--- src/rtl/mem_arb_pkg.sv ---
// rtl/mem_arb_pkg.sv - shared state and owner types for the fetch/data memory arbiter
package mem_arb_pkg;

  typedef enum logic {ARB_IDLE, ARB_BUSY} arb_state_t;
  typedef enum logic {OWN_IF, OWN_D} arb_owner_t;

endpackage

--- src/rtl/arb_pick.sv ---
// rtl/arb_pick.sv - combinational winner select; MEM_ARB_RR_EN selects round-robin over data-first priority
module arb_pick
  import mem_arb_pkg::*;
(
  input  logic       if_req,
  input  logic       d_req,
  input  arb_owner_t last_served,
  output logic       grant_if,
  output logic       grant_d
);

`ifdef MEM_ARB_RR_EN
  // On a tie the side not served last goes next; a lone request always wins.
  always_comb begin
    grant_if = if_req;
    grant_d  = d_req;
    if (if_req && d_req) begin
      grant_if = (last_served == OWN_D);
      grant_d  = (last_served == OWN_IF);
    end
  end
`else
  logic unused_last_served;

  assign unused_last_served = (last_served == OWN_D);
  assign grant_d            = d_req;
  assign grant_if           = if_req & ~d_req;
`endif

endmodule

--- src/rtl/mem_arbiter.sv ---
// rtl/mem_arbiter.sv - single-port memory shared by fetch and data ports, one access in flight
// Arbitration policy is chosen in arb_pick via MEM_ARB_RR_EN.
module mem_arbiter
  import mem_arb_pkg::*;
#(
  parameter int AW      = 32,
  parameter int DW      = 32,
  parameter int MEM_LAT = 1
) (
  input  logic            clk,
  input  logic            reset_n,
  input  logic            if_req,
  input  logic [AW-1:0]   if_addr,
  output logic            if_gnt,
  output logic            if_rvalid,
  output logic [DW-1:0]   if_rdata,
  input  logic            d_req,
  input  logic            d_we,
  input  logic [AW-1:0]   d_addr,
  input  logic [DW-1:0]   d_wdata,
  input  logic [DW/8-1:0] d_be,
  output logic            d_gnt,
  output logic            d_rvalid,
  output logic [DW-1:0]   d_rdata,
  output logic            mem_req,
  output logic            mem_we,
  output logic [AW-1:0]   mem_addr,
  output logic [DW-1:0]   mem_wdata,
  output logic [DW/8-1:0] mem_be,
  input  logic [DW-1:0]   mem_rdata,
  output logic            stall
);

  localparam int CNT_W = $clog2(MEM_LAT + 1);
  localparam logic [CNT_W-1:0] CNT_ONE  = CNT_W'(1);
  localparam logic [CNT_W-1:0] CNT_LOAD = CNT_W'(MEM_LAT);

  arb_state_t       state;
  arb_owner_t       owner;
  arb_owner_t       last_served;
  logic [CNT_W-1:0] counter;

  logic resp_cycle;
  logic grant_phase;
  logic pick_if;
  logic pick_d;
  logic grant_if;
  logic grant_d;

  arb_pick u_pick (
    .if_req      (if_req),
    .d_req       (d_req),
    .last_served (last_served),
    .grant_if    (pick_if),
    .grant_d     (pick_d)
  );

  // A new grant may overlap the response cycle, giving one access per MEM_LAT cycles.
  assign resp_cycle  = (state == ARB_BUSY) && (counter == CNT_ONE);
  assign grant_phase = reset_n && ((state == ARB_IDLE) || resp_cycle);
  assign grant_if    = grant_phase & pick_if;
  assign grant_d     = grant_phase & pick_d;

  assign if_gnt    = grant_if;
  assign d_gnt     = grant_d;
  assign if_rvalid = resp_cycle && (owner == OWN_IF);
  assign d_rvalid  = resp_cycle && (owner == OWN_D);
  assign if_rdata  = if_rvalid ? mem_rdata : '0;
  assign d_rdata   = d_rvalid ? mem_rdata : '0;

  always_comb begin
    mem_req   = 1'b0;
    mem_we    = 1'b0;
    mem_addr  = '0;
    mem_wdata = '0;
    mem_be    = '0;
    if (grant_d) begin
      mem_req   = 1'b1;
      mem_we    = d_we;
      mem_addr  = d_addr;
      mem_wdata = d_wdata;
      mem_be    = d_be;
    end else if (grant_if) begin
      mem_req  = 1'b1;
      mem_addr = if_addr;
      mem_be   = '1;
    end
  end

  assign stall = reset_n &
                 ((if_req & ~if_rvalid) |
                  (d_req & ~d_gnt) |
                  ((owner == OWN_D) & (state == ARB_BUSY) & ~d_rvalid));

  always_ff @(posedge clk or negedge reset_n) begin
    if (!reset_n) begin
      state       <= ARB_IDLE;
      owner       <= OWN_IF;
      counter     <= '0;
      last_served <= OWN_D;
    end else if (grant_if || grant_d) begin
      state       <= ARB_BUSY;
      counter     <= CNT_LOAD;
      owner       <= grant_d ? OWN_D : OWN_IF;
      last_served <= grant_d ? OWN_D : OWN_IF;
    end else if (resp_cycle) begin
      state   <= ARB_IDLE;
      counter <= '0;
    end else if (state == ARB_BUSY) begin
      counter <= counter - CNT_ONE;
    end
  end

endmodule

--- config.mk ---
export PLATFORM = sky130hd
export DESIGN_NAME = mem_arbiter
export DESIGN_NICKNAME = d
export VERILOG_FILES = /design/src/rtl/mem_arb_pkg.sv /design/src/rtl/arb_pick.sv /design/src/rtl/mem_arbiter.sv
export SDC_FILE = /design/constraint.sdc
export NUM_CORES = 1
export LEC_CHECK = 0
export CELL_PAD_IN_SITES_DETAIL_PLACEMENT = 0
export CELL_PAD_IN_SITES_GLOBAL_PLACEMENT = 2
export CORE_UTILIZATION = 10
export CTS_CLUSTER_DIAMETER = 40
export DETAILED_ROUTE_END_ITERATION = 10
export PLACE_DENSITY_LB_ADDON = 0.1
export SLEW_MARGIN = 20
export SYNTH_ARGS = -nofsm -noshare
export SYNTH_HDL_FRONTEND = slang
export SYNTH_SLANG_ARGS = --single-unit
--- constraint.sdc ---
create_clock -name clk -period 1.8 [get_ports clk]
set_input_delay 0.36 -clock clk [delete_from_list [all_inputs] [get_ports clk]]
set_output_delay 0.36 -clock clk [all_outputs]
set_load 0.05 [all_outputs]
# [After elaboration in Yosys (flattened, before gate mapping)]
# Index checks and enable logic that the tools add are counted.
[classes] add_sub_neg=1 muxes=16 bitwise=16 n_reduce_logical=8
[ops] op="$mux W32" n=5
[ops] op="$mux W1" n=9
[ops] op="$and A1 B1 Y1" n=8
[ops] op="$mux W4" n=2
[ops] op="$not A1 Y1" n=6
[ops] op="$logic_and A1 B1 Y1" n=4
[ops] op="$reduce_bool A3 Y1" n=1
[ops] op="$logic_or A1 B1 Y1" n=2
[ops] op="$or A1 B1 Y1" n=2
[ops] op="$reduce_bool A2 Y1" n=1
[ops] op="$sub A1 B1 Y1 const B" n=1
[word_totals] register_bits=3 in_bits=137 out_inout_bits=139 word_cells=44

# [Logic depth before layout (Yosys ltp)]
[logic_depth] word_depth=9 ltp_mapped=5 mapped_depth_nobuf=3

# [Modules after synthesis]
# Synthesis repeated with hierarchy kept, for this count alone.
[unflattened] cells_unflattened=177 area_unflattened_um2=1278.7
[modules_own_cells] mod="mem_arbiter" n_inst=1 cells_each=175 area_each_um2=1257.5 seq_area_each_um2=101.3
[modules_own_cells] mod="arb_pick" n_inst=1 cells_each=2 area_each_um2=21.3 seq_area_each_um2=0.0

# [Worst setup path after synthesis]
# OpenSTA, ideal clock, no wires.
[synth_path] path_kind="in2out" startpoint="in d_req" endpoint="out mem_addr[10]" t_arrival_ns=1.567 t_required_ns=1.440 slack_ns=-0.127 stages=4 path_buffers=2 cell_sequence="clkbuf_1 -> buf_2 -> a22oi_1 -> nor2_1"
[synth_via] elab_chain_cells=5 elab_cells_between_ends=6 cone_classes="2 x mux; 4 x bitwise"
[synth_rtl] element="start: declaration" line_no="mem_arbiter.sv:17" rtl="input logic d_req,"
[synth_rtl] element="$not A1 Y1" line_no="arb_pick.sv:27" rtl="assign grant_if = if_req & ~d_req;"
[synth_rtl] element="$and A1 B1 Y1" line_no="arb_pick.sv:27"
[synth_rtl] element="$and A1 B1 Y1" line_no="mem_arbiter.sv:61" rtl="assign grant_if = grant_phase & pick_if;"
[synth_rtl] element="$mux W32" line_no="mem_arbiter.sv:83" rtl="end else if (grant_if) begin"
[synth_rtl] element="$mux W32 *" line_no="mem_arbiter.sv:77" rtl="if (grant_d) begin"
[synth_rtl] element="end: declaration" line_no="mem_arbiter.sv:27" rtl="output logic [AW-1:0] mem_addr,"
# Mark *: on every way between the ends. The rest lies on a longest branch, timed or not.

# [Worst setup path after layout]
[layout_path] startpoint="reg counter" endpoint="out d_rdata[11]"
[layout_via] elab_chain_cells=3
[layout_rtl] element="start: declaration" line_no="mem_arbiter.sv:41" rtl="logic [CNT_W-1:0] counter;"
[layout_rtl] element="start signal: assignment" line_no="mem_arbiter.sv:110" rtl="counter <= counter - CNT_ONE;"
[layout_rtl] element="$logic_and A1 B1 Y1" line_no="mem_arbiter.sv:59" rtl="assign resp_cycle = (state == ARB_BUSY) && (counter == CNT_ONE);"
[layout_rtl] element="$logic_and A1 B1 Y1" line_no="mem_arbiter.sv:67" rtl="assign d_rvalid = resp_cycle && (owner == OWN_D);"
[layout_rtl] element="$mux W32" line_no="mem_arbiter.sv:69" rtl="assign d_rdata = d_rvalid ? mem_rdata : '0;"
[layout_rtl] element="end: declaration" line_no="mem_arbiter.sv:24" rtl="output logic [DW-1:0] d_rdata,"
# No other way between the ends.

==> results.md <==
* Netlist Area Pre-Place at 1391 µm²
* Crit Path Max Fanout at 8
* Initial antenna violation count at 0
* Crit-path cells: buf_6, and3_4, clkbuf_16, and2_4, buf_12
* Post-CTS Hold Fix Bufs at 0
* Area fraction of the dominant cell type after synthesis at 0.3237
* Warnings from Yosys at 0
* Worst clock skew at 0.0001947 ns
* I/O Buffers at 275
* Yosys cell types at 22
* Failing checks: setup timing
* First-pass GRT wire length at 15.32 mm
* CTS Buffer Depth at 2
* Comb power frac at 0.873
* Worst setup slack after layout at -0.07349 ns
* Min Hold Slack at 0.3198 ns
* Mapped Nets at 350
* FF-to-FF setup slack at 0.71 ns
* Worst VDD drop at 0.2325 mV
* Worst setup EP type: output pin
* Cells after synthesis at 213
* DR vias at 2690
* Synth area leaders: and2_1 (32%), a22oi_1 (17%), and2_4 (16%)
* Average cell area after synthesis at 6.532 µm²
* Setup_tns at -5.948 ns
* I/O Pins at 276
* CP peak stage delay at 0.41 ns
* Detailed Route Iter0 Violations at 37
* Area growth syn-to-layout at 382.6%
* Post-synth top area cell: and2_1
* Final Max Slew Viols at 0
* Pre-CTS setup slack at -0.3370 ns
* Wirelength, routed at 11.00 mm
* Startpoint Class: flop
* F_max at 0.5338 GHz
* Post-place instance area at 5922 µm²
* Via/cell ratio at 3.933
* Synth Area in Simple Gates at 0.6511
* Status: complete, but fails checks
* Slowest-stage cell, CP: dfrtp_1
* Hold crit path type: input port to async pin
* NumNets Final at 646
* Filler Cell Count at 1210
* Crit path arrival time at 1.51 ns
* Sink Count at 3
* CTS H-tree depth at 1
* Clk slew on worst S/H paths at 0.03 ns
* # DRC at 0
* Starting Density at 0.1038
* Total grt overflow at 0
* Root Buffer: clkbuf_16
* Post-route cell area at 6715 µm²
* Tmin final at 1.873 ns
* Die Y at 120.0 µm
* Routed len/inst at 16.07 µm
* Period utilisation layout at 1.041
* Max-Cap Viols at 0
* RePlAce Congestion at 0.7592
* R2r endpoint: counter
* Layout cells sized above 1 at 0.6654
* Antenna diodes at 0
* Pwr dens at 536.1 nW/µm²
* Clk_lat worst skew at 0.23 ns
* Placed wire-length estimate at 8.282 mm
* Seq cells post-synth at 3
* Post-synthesis mux area share at 0
* Routed Antenna Nets at 0
* Leakage at 2.712 nW
* Core Rows at 42
* RSZ-0062 raised after global routing: yes
* Die width at 120.0 µm
* CTS tree: built
* Hold Fails Final Rpt at 0
* Critical Path RT at 1.44 ns
* Rel. slew slack at 0.7999
* Synth Area in Adders at 0
* Reg2Reg Depth at 5
* Post-Synth XOR/XNOR Area at 0
* Post-synthesis compound-gate area fraction at 0.2059
* Clock buffer count from CTS at 3
* Power Total at 3.600 mW
* Pin count of the biggest net entering global routing at 34
* Pre-antenna DRT Iters at 3
* Sequential area share after synthesis at 0.05396
* Main combinational cell family by area after synthesis: simple AND/OR/NAND/NOR gates
* Endpoints failing setup at 131
* Switching part of the total at 0.4365
* Switch Pwr at 1.571 mW
* Worst slew pin tran at 0.3001 ns
* Worst r2r src: counter
* Placeable Area at 13400 µm²
* Internal power at 2.029 mW
* Vias in the first global route at 2652
* Tot GR Track Use at 0.1355
* Die area at 14390 µm²
* Share of total power in the clock network at 0.099
* Flop pwr share at 0.028
* Critical path class: flop to output pin
-- final cells by class --
| class | count | area [µm²] | share of cell area |
|---|---|---|---|
| timing repair buffer | 312 | 4711 | 0.7015 |
| multi-input combinational | 189 | 1629 | 0.2426 |
| tap | 176 | 220.2 | 0.03279 |
| clock buffer | 4 | 78.83 | 0.01174 |
| sequential | 3 | 76.32 | 0.01137 |
-- kinds of logic after synthesis --
logic type | after synthesis
compound gates | 40
buf+inv | 21
flops | 3
simple gates | 149
-- worst max-delay path, delay by kind of cell, from the launching register on --
family	cells	cell delay (ns)
buffers and inverters	3	0.45
AND/OR/NAND/NOR	2	0.43
flip-flops	1	0.41
-- flip-flops by register name, indices dropped and copies added (netlist names) --
| name | cells |
|---|---|
| counter | 1 |
| owner | 1 |
| state | 1 |
-- placed cells by master (no fill, tap or decap), drive strengths merged --
cell type        n
a21oi            5
a22oi           32
and2            97
and2b            1
and3             3
buf            173
bufbuf           1
clkbuf           8
clkdlybuf4s50  133
dfrtp            3
dlygate4sd2      1
nand2            4
nand2b           2
nand3            1
nor2            39
nor2b            1
o21ai            2
o221a            1
or2b             1
-- worst max path at each step --
stage                        from             to  slack [ns]  depth (start not counted)
after floorplan             d_req    mem_addr[0]        0.06                          3
after global placement      d_req          stall       -0.32                          6
after detailed placement    d_req    mem_addr[1]       -0.34                          6
after CTS                 counter    d_rdata[26]       -0.04                          5
after global routing      counter  mem_wdata[29]       -0.13                          5
final                     counter    d_rdata[11]       -0.07                          5
-- cells in the mapped netlist --
| cell type | number |
|---|---|
| and2_1 | 72 |
| nor2_1 | 38 |
| a22oi_1 | 32 |
| and2_4 | 25 |
| buf_2 | 12 |
| a21oi_1 | 5 |
| clkbuf_1 | 5 |
| buf_6 | 4 |
| dfrtp_1 | 3 |
| nand2_1 | 3 |
| and3_1 | 2 |
| o21ai_0 | 2 |
| and2b_1 | 1 |
| and3_4 | 1 |
| nand2_2 | 1 |
| nand2b_1 | 1 |
| nand2b_4 | 1 |
| nand3_1 | 1 |
| nor2_2 | 1 |
| nor2b_1 | 1 |
| o221a_2 | 1 |
| or2b_1 | 1 |
-- layer usage --
layer  wire length [µm]  part of all wire  track usage  up-vias
met5                  0                 0            0        -
met4                110             0.010      0.02813        0
met3                994             0.090      0.03612        6
met2               5913              0.54       0.2590      156
met1               3977              0.36       0.1468     1232
li1                   -                 -            -     1296
-- metrics by stage --
stage,util,instances
6_report,0.5011,684
5_1_grt,0.5011,684
4_1_cts,0.4763,675
3_5_place_dp,0.4419,658
3_3_place_gp,0.4419,658
2_1_floorplan,-,213
-- what timing repair did --
action                     CTS  global route
gates resized for setup     71            67
setup buffers                8             3
pin swaps                    4            34
cloned                       5             6
setup endpoints to repair  133           133
-- power groups by stage --
stage / Sequential, mW / Combinational, mW / Clock, mW
detailed placement: 0.0976 / 2.76 / 0
floorplan: 0.0929 / 1.25 / 0
global placement: 0.0975 / 2.75 / 0
CTS: 0.0972 / 2.95 / 0.361
finish: 0.102 / 3.14 / 0.356
global route: 0.104 / 3.26 / 0.366
(Power assumes the default switching activity.)
